**config.mk**
```make
export PLATFORM = sky130hd
export DESIGN_NAME = i2c_target_regs
export DESIGN_NICKNAME = d
export VERILOG_FILES = /design/src/rtl/i2c_target_regs.sv
export SDC_FILE = /design/constraint.sdc
export NUM_CORES = 1
export LEC_CHECK = 0
export ABC_AREA = 1
export BUFFER_PORTS_ARGS = -buffer_cell sky130_fd_sc_hd__buf_2
export CAP_MARGIN = 0
export CORE_AREA = 2 2 126 67
export CTS_CLUSTER_SIZE = 24
export DETAILED_ROUTE_END_ITERATION = 16
export DIE_AREA = 0 0 128 69
export PLACE_DENSITY = 0.83
export SLEW_MARGIN = 5
export SYNTH_ARGS = -nofsm -noshare
export SYNTH_HDL_FRONTEND = slang
export SYNTH_SLANG_ARGS = --single-unit
```
**constraint.sdc**
```tcl
create_clock -name clk -period 3.4 [get_ports clk]
set_input_delay 0.51 -clock clk [delete_from_list [all_inputs] [get_ports clk]]
set_output_delay 0.51 -clock clk [all_outputs]
set_load 0.01 [all_outputs]
```
**src/rtl/i2c_target_regs.sv**
```systemverilog
// I2C target exposing four 8-bit registers behind a 2-bit auto-incrementing pointer.
// A write transaction is address+W, pointer byte, then any number of data bytes.
// A read transaction is address+R, then bytes streamed from the pointer onward.
// An optional clock stretch follows every ACK that this target drives.
//
// Ports:
//   clk            system clock, rising edge
//   rst            asynchronous active-low reset
//   scl_i, sda_i   raw bus line levels (synchronised internally)
//   scl_oe         1 = pull SCL low (clock stretch)
//   sda_oe         1 = pull SDA low
//   stretch_cycles clk cycles of SCL stretch after each target ACK, 0 = none
//   regs           register file, regs[8k+7:8k] = reg k
//   wr_strobe      one-cycle pulse per register write
//   busy           high from address match until STOP / IDLE / IGNORE
module i2c_target_regs #(
  parameter logic [6:0] TARGET_ADDR = 7'b0101010
) (
  input  logic        clk,
  input  logic        rst,
  input  logic        scl_i,
  input  logic        sda_i,
  output logic        scl_oe,
  output logic        sda_oe,
  input  logic [7:0]  stretch_cycles,
  output logic [31:0] regs,
  output logic        wr_strobe,
  output logic        busy
);

  typedef enum logic [3:0] {
    StIdle, StAddr, StAddrAck, StPtr, StPtrAck, StWdata, StWdataAck,
    StRdata, StRack, StStretch, StIgnore
  } state_e;

  // Two-flop synchronisers plus a history flop for edge detection.
  logic r_scl_s1, r_scl_s2, r_scl_prev;
  logic r_sda_s1, r_sda_s2, r_sda_prev;

  state_e      r_state, r_resume;
  logic [3:0]  r_bit_cnt;
  logic [6:0]  r_shift;
  logic [7:0]  r_tx;
  logic [1:0]  r_ptr;
  logic [31:0] r_regs;
  logic [7:0]  r_st_cnt;
  logic        r_mask;
  logic        r_sda_oe, r_scl_oe, r_wr_strobe, r_busy;

  logic        w_start, w_stop, w_rise, w_fall;
  logic [7:0]  w_shift_next;
  logic [7:0]  w_rd_byte;
  state_e      w_ack_next;

  always_ff @(posedge clk or negedge rst) begin
    if (!rst) begin
      r_scl_s1   <= 1'b1;
      r_scl_s2   <= 1'b1;
      r_scl_prev <= 1'b1;
      r_sda_s1   <= 1'b1;
      r_sda_s2   <= 1'b1;
      r_sda_prev <= 1'b1;
    end else begin
      r_scl_s1   <= scl_i;
      r_scl_s2   <= r_scl_s1;
      r_scl_prev <= r_scl_s2;
      r_sda_s1   <= sda_i;
      r_sda_s2   <= r_sda_s1;
      r_sda_prev <= r_sda_s2;
    end
  end

  assign w_start      = r_scl_s2 & r_scl_prev & r_sda_prev & ~r_sda_s2;
  assign w_stop       = r_scl_s2 & r_scl_prev & ~r_sda_prev & r_sda_s2;
  assign w_rise       = ~r_scl_prev & r_scl_s2;
  // After a stretch, falling edges stay masked until SCL is seen high again.
  assign w_fall       = r_scl_prev & ~r_scl_s2 & ~r_mask;
  assign w_shift_next = {r_shift, r_sda_s2};
  assign w_rd_byte    = r_regs[{r_ptr, 3'b000} +: 8];

  // Where to go once the target-driven ACK slot ends.
  always_comb begin
    w_ack_next = StWdata;
    if (r_state == StAddrAck) begin
      w_ack_next = r_shift[0] ? StRdata : StPtr;
    end
  end

  always_ff @(posedge clk or negedge rst) begin
    if (!rst) begin
      r_state     <= StIdle;
      r_resume    <= StIdle;
      r_bit_cnt   <= '0;
      r_shift     <= '0;
      r_tx        <= '0;
      r_ptr       <= '0;
      r_regs      <= '0;
      r_st_cnt    <= '0;
      r_mask      <= 1'b0;
      r_sda_oe    <= 1'b0;
      r_scl_oe    <= 1'b0;
      r_wr_strobe <= 1'b0;
      r_busy      <= 1'b0;
    end else begin
      r_wr_strobe <= 1'b0;
      if (r_mask && r_scl_s2) r_mask <= 1'b0;

      if (w_stop) begin
        r_state  <= StIdle;
        r_sda_oe <= 1'b0;
        r_scl_oe <= 1'b0;
        r_busy   <= 1'b0;
        r_mask   <= 1'b0;
      end else if (w_start) begin
        r_state   <= StAddr;
        r_bit_cnt <= '0;
        r_sda_oe  <= 1'b0;
        r_scl_oe  <= 1'b0;
        r_mask    <= 1'b0;
      end else begin
        unique case (r_state)
          StIdle, StIgnore: begin
          end
          StAddr: begin
            if (w_rise && r_bit_cnt < 4'd8) begin
              r_shift   <= w_shift_next[6:0];
              r_bit_cnt <= r_bit_cnt + 4'd1;
              if (r_bit_cnt == 4'd7) begin
                if (w_shift_next[7:1] == TARGET_ADDR) begin
                  r_busy <= 1'b1;
                end else begin
                  r_state <= StIgnore;
                  r_busy  <= 1'b0;
                end
              end
            end else if (w_fall && r_bit_cnt == 4'd8) begin
              r_state  <= StAddrAck;
              r_sda_oe <= 1'b1;
            end
          end
          StPtr: begin
            if (w_rise && r_bit_cnt < 4'd8) begin
              r_shift   <= w_shift_next[6:0];
              r_bit_cnt <= r_bit_cnt + 4'd1;
              if (r_bit_cnt == 4'd7) r_ptr <= w_shift_next[1:0];
            end else if (w_fall && r_bit_cnt == 4'd8) begin
              r_state  <= StPtrAck;
              r_sda_oe <= 1'b1;
            end
          end
          StWdata: begin
            if (w_rise && r_bit_cnt < 4'd8) begin
              r_shift   <= w_shift_next[6:0];
              r_bit_cnt <= r_bit_cnt + 4'd1;
              if (r_bit_cnt == 4'd7) begin
                r_regs[{r_ptr, 3'b000} +: 8] <= w_shift_next;
                r_wr_strobe <= 1'b1;
                r_ptr       <= r_ptr + 2'd1;
              end
            end else if (w_fall && r_bit_cnt == 4'd8) begin
              r_state  <= StWdataAck;
              r_sda_oe <= 1'b1;
            end
          end
          StAddrAck, StPtrAck, StWdataAck: begin
            if (w_fall) begin
              r_bit_cnt <= '0;
              // Read byte is latched here, and bit 7 goes out on this same edge.
              if (w_ack_next == StRdata) begin
                r_tx     <= {w_rd_byte[6:0], 1'b0};
                r_sda_oe <= ~w_rd_byte[7];
              end else begin
                r_sda_oe <= 1'b0;
              end
              if (stretch_cycles != 8'd0) begin
                r_state  <= StStretch;
                r_resume <= w_ack_next;
                r_st_cnt <= stretch_cycles - 8'd1;
                r_scl_oe <= 1'b1;
                r_mask   <= 1'b1;
              end else begin
                r_state <= w_ack_next;
              end
            end
          end
          StRdata: begin
            if (w_rise && r_bit_cnt < 4'd8) begin
              r_bit_cnt <= r_bit_cnt + 4'd1;
            end else if (w_fall && r_bit_cnt == 4'd8) begin
              r_sda_oe  <= 1'b0;
              r_state   <= StRack;
              r_bit_cnt <= '0;
              r_ptr     <= r_ptr + 2'd1;
            end else if (w_fall && r_bit_cnt != 4'd0) begin
              r_sda_oe <= ~r_tx[7];
              r_tx     <= {r_tx[6:0], 1'b0};
            end
          end
          StRack: begin
            // r_bit_cnt == 1 records that the master acknowledged.
            if (w_rise) begin
              if (!r_sda_s2) begin
                r_bit_cnt <= 4'd1;
              end else begin
                r_state <= StIgnore;
                r_busy  <= 1'b0;
              end
            end else if (w_fall && r_bit_cnt == 4'd1) begin
              r_tx      <= {w_rd_byte[6:0], 1'b0};
              r_sda_oe  <= ~w_rd_byte[7];
              r_bit_cnt <= '0;
              r_state   <= StRdata;
            end
          end
          StStretch: begin
            if (r_st_cnt == 8'd0) begin
              r_scl_oe <= 1'b0;
              r_state  <= r_resume;
            end else begin
              r_st_cnt <= r_st_cnt - 8'd1;
            end
          end
          default: r_state <= StIdle;
        endcase
      end
    end
  end

  assign scl_oe    = r_scl_oe;
  assign sda_oe    = r_sda_oe;
  assign regs      = r_regs;
  assign wr_strobe = r_wr_strobe;
  assign busy      = r_busy;

endmodule

```
# Word level (Yosys, flattened, before mapping)
# Index checks and enable logic that the tools add are counted.
# totals
reg_bits	80
out_inout_bits	36
word_cells	221
# classes
n_addsub	5
n_lt_le_gt_ge	1
eq_ne	59
shift	3
muxes	87
n_bitwise	17
reduce_logical	30
# ops
op	n
$mux 4	26
$mux 8	10
$ne 4x4->1 const B	15
$mux 1	34
$bwmux 32	1
$pmux 4 s8	1
$shift 8x7->32 const A	1
$shiftx 32x6->8	1
$shiftx 8x7->32	1
$ne 5x5->1 const B	6
$ne 2x2->1 const B	14
$eq 4x3->1 const B	6
$pmux 8 s3	1
$ne 3x3->1 const B	6
$eq 4x4->1 const B	4
$pmux 4 s4	1
$pmux 8 s2	1
$sub 8x1->8 const B	2
$reduce_and 14->1	1
$mux 2	6
$reduce_and 6->1	2
$reduce_and 10->1	1
$reduce_and 5->1	2
$not 1->1	9
other kinds (30)	50

# Longest topological paths before layout
# depth
ltp_word	10
mapped_depth	14

# Worst setup path before layout
# OpenSTA, ideal clock, no wires.
# synth_timing
path_kind	register to register
start	register r_ptr[0]
end	register r_regs[0], in the netlist regs[0]
setup_ns	0.083
arrival_ns	2.022
required_ns	3.317
path_slack_ns	1.295
stages_incl_launch_ff	8
synth_period_minus_slack_ns	2.105
cell_sequence	dfrtp_1 > buf_2 > clkinv_1 > clkbuf_1 > ha_1 > nor3b_1 > nand3_1 > o21ai_0
# synth_via
elab_chain_cells	3
# synth_lines
item	line	text
start: declaration	44	logic [1:0] r_ptr;
start signal: assignment	145	if (r_bit_cnt == 4'd7) r_ptr <= w_shift_next[1:0];
start signal: assignment	158	r_ptr <= r_ptr + 2'd1;
start signal: assignment	193	r_ptr <= r_ptr + 2'd1;
$neg 5->7 *	156	r_regs[{r_ptr, 3'b000} +: 8] <= w_shift_next;
$shiftx 8x7->32 / $shift 8x7->32 (equally long branches)	156	
$bwmux 32 *	156	
end signal: indexed assignment	156	
end: declaration	45	logic [31:0] r_regs;
# Every way passes the cells marked *; elsewhere a longest branch is shown, timed or not.
# A chain may end at the register's enable or synchronous reset.

# Final worst setup path
# Same ends and word-level chain as after synthesis.

==> run_results.csv <==
group,metric,value,unit
cts,cts_hold_buf,0,
logic_synthesis,synth.distinct_cells,35,
cells_and_area,multiInputGateArea,2460,um2
cts,postCtsSetupBuffers,0,
logic_synthesis,syn-num-nets,684,
worst_hold_path,hold_end,"r_sda_s1$_DFF_PN1_",
detailed_routing,drt-initial-drc-count,549,
cells_and_area,nNetsFinal,728,
critical_path,critical_path.max_fanout,30,
worst_hold_path,hold_path_depth,1,
floorplan,ioPinCount,48,
run_status,status,"complete, no violations",
floorplan,die_area,8830,um2
grt,grt_max_degree,79,
cts,h-tree-depth,3,
grt,grt-ovfl-total,0,
logic_synthesis,syn-cell-area,4780,um2
timing,period_needed,2.84,ns
timing,slew_violations,0,
place,dp_hpwl,10700,um
pwr,power_density,462,nW/um2
place,io_buffers,47,
critical_path,critPathKind,"reg2reg",
logic_synthesis,ys_ff_latch,78,
cts,cts-resized-gates,0,
critical_path,worst_r2r_path_depth,6,
logic_synthesis,synthFlopType,"dfrtp_1",
timing,hold_viol_final,0,
grt,grt_pass1_vias,4341,
cells_and_area,seqCellArea,1960,um2
detailed_routing,vias_per_cell,5.93,
detailed_routing,vias,4819,
cts,tritoncts,"yes",
floorplan,dieWidth,128,um
place,dp.cells,796,
grt,antenna_found_initial,1,
floorplan,initial_core_util,0.620,
cells_and_area,fin_util,0.700,
detailed_routing,final_antenna_net_count,0,
grt,grt_pass1_wl,23000,um
logic_synthesis,syn_area_per_cell,7.21,um2
cells_and_area,fillers,652,
cts,worstSkewPairLatency,0.35,ns
cts,clock-sinks,78,
logic_synthesis,synth_cells,663,
logic_synthesis,synth_async_sr_flop_share,1.00,
cells_and_area,antenna_cells,0,
critical_path,reg2reg_to,"regs[0]$_DFFE_PN0P_",
worst_hold_path,hold_class,"in2reg",
logic_synthesis,ys_seq_area_frac,0.410,
critical_path,cp.arrival,3.09,ns
cells_and_area,final_cell_mix,"193 x nand2_1, 74 x nand3_1, 72 x dfrtp_1",
cells_and_area,final_common_cell,"nand2_1",
detailed_routing,totalWireLength,14200,um
flow_run,max-cap-violations,0,
floorplan,row_count,23,
floorplan,die_height,69,um
critical_path,start_kind,"flip-flop",
cts,clockBufferDepth,2,
critical_path,end_kind,"flip-flop",
critical_path,rrSetupSlack,0.56,ns
timing,finalCritPeriodShare,0.836,
cts,path_clk_slew,0.06,ns
timing,tightest_slew,0.992,ns
floorplan,core_area,7710,um2
detailed_routing,dr.pass1.iters,5,
timing,fmax,352,MHz
cts,cts_buffers,9,
timing,fin_worst_skew,0.00726,ns
place,place.gp.congestion,1.04,
logic_synthesis,yosysTopAreaCell,"dfrtp_1",
timing,rsz0062_at_grt,"false",
logic_synthesis,ys_warn_count,0,
logic_synthesis,yosys.area.top_type_share,0.377,
cells_and_area,areaGrowthSynthToFinish,12.9,%
logic_synthesis,synthTopCellsByArea,"dfrtp_1 38%, nand2_1 15%, nand3_1 7.7%",
detailed_routing,drc_errors,0,
timing,finalSetupTns,0,ns
cts,cts-root-buf,"clkbuf_16",
logic_synthesis,synth_edf_count,0,
timing,finalSetupViolations,0,
detailed_routing,routedWlPerCell,17.5,um
grt,groute.usage.overall,0.342,
cells_and_area,drive_above_1_share,0.180,
critical_path,required,3.65,ns
timing,relSlewSlack,0.337,
cells_and_area,final_cell_count_no_fill,812,
critical_path,r2r_start,"r_ptr[0]$_DFFE_PN0P_",
worst_hold_path,hp-start,"sda_i",
pwr,power_leakage,3.02,nW
pwr,peakVddDrop,0.270,mV
==> flip-flops by register name (all words and copies together), names as in the netlist, 2 cells and up <==
register / count
r_bit_cnt: 4
r_ptr: 2
r_resume: 3
r_shift: 7
r_st_cnt: 8
r_state: 4
r_tx: 7
regs: 32
==> per-layer routing <==
layer	track usage	up-vias	share of wire
li1	-	2229	-
met5	0	-	0
met4	0.0708	0	0.012
met3	0.160	27	0.17
met1	0.540	2235	0.46
met2	0.412	328	0.36
==> worst max-delay path, cell delays in order, from the launching register on <==
cell and delay, ns:
dfrtp_1 0.32, buf_4 0.28, clkinv_1 0.52, ha_1 0.52
nor3b_1 0.83, nand3_1 0.14, o21ai_0 0.13
==> cell usage after synthesis (5+ instances only) <==
cell type  instances
a21oi_1           14
inv_1             65
nor2_2             8
inv_2              7
nand2_2           13
nor2_1            63
dfstp_2            6
dfrtp_1           72
o21ai_2            7
nand2_1          193
ha_1               9
nand4_1            6
buf_2              7
clkbuf_1           8
o21ai_0           66
nor2_4             5
nand3_1           74
nand2_4            8
==> cell type report <==
class | count | area share
clock buffer | 11 | 0.0431
clock inverter | 5 | 0.0155
inverter | 74 | 0.0524
multi-input combinational | 494 | 0.455
sequential | 78 | 0.363
tap | 100 | 0.0232
timing repair buffer | 50 | 0.0482
==> metrics by stage <==
stage               worst slack (ns)  power, mW  hold slack (ns)  instance area, um2
global placement               0.894       1.43            0.346                5080
detailed placement             0.756       1.45            0.353                5080
finish                         0.557       2.49            0.262                5400
CTS                            0.717       2.48            0.257                5400
global route                   0.418       2.59            0.257                5400
floorplan                       1.30       1.32            0.214                4780
==> power breakdown <==
group	internal (mW)	switching, mW
clock	0.645	0.399
sequential	0.993	0.0912
combinational	0.122	0.244
==> cell families after synthesis <==
family | after synthesis | share of synthesized area
and+or+nand+nor | 379 | 0.358
adders and majority gates | 9 | 0.0235
DFF | 78 | 0.410
buffers and inverters | 91 | 0.0766
AOI/OAI and AO/OA | 99 | 0.117
xor gates and xnor gates | 3 | 0.00549
muxes | 4 | 0.00942
==> how the worst max path moves through the flow <==
stage | from | endpoint | slack (ns)
final | r_ptr[0]$_DFFE_PN0P_ | regs[0]$_DFFE_PN0P_ | 0.56
after global routing | r_ptr[0]$_DFFE_PN0P_ | regs[0]$_DFFE_PN0P_ | 0.42
after CTS | r_ptr[0]$_DFFE_PN0P_ | regs[0]$_DFFE_PN0P_ | 0.72
after detailed placement | r_ptr[0]$_DFFE_PN0P_ | regs[0]$_DFFE_PN0P_ | 0.76
after global placement | r_ptr[0]$_DFFE_PN0P_ | regs[4]$_DFFE_PN0P_ | 0.89
after floorplan | r_ptr[0]$_DFFE_PN0P_ | regs[0]$_DFFE_PN0P_ | 1.30
(Power assumes the default switching activity.)
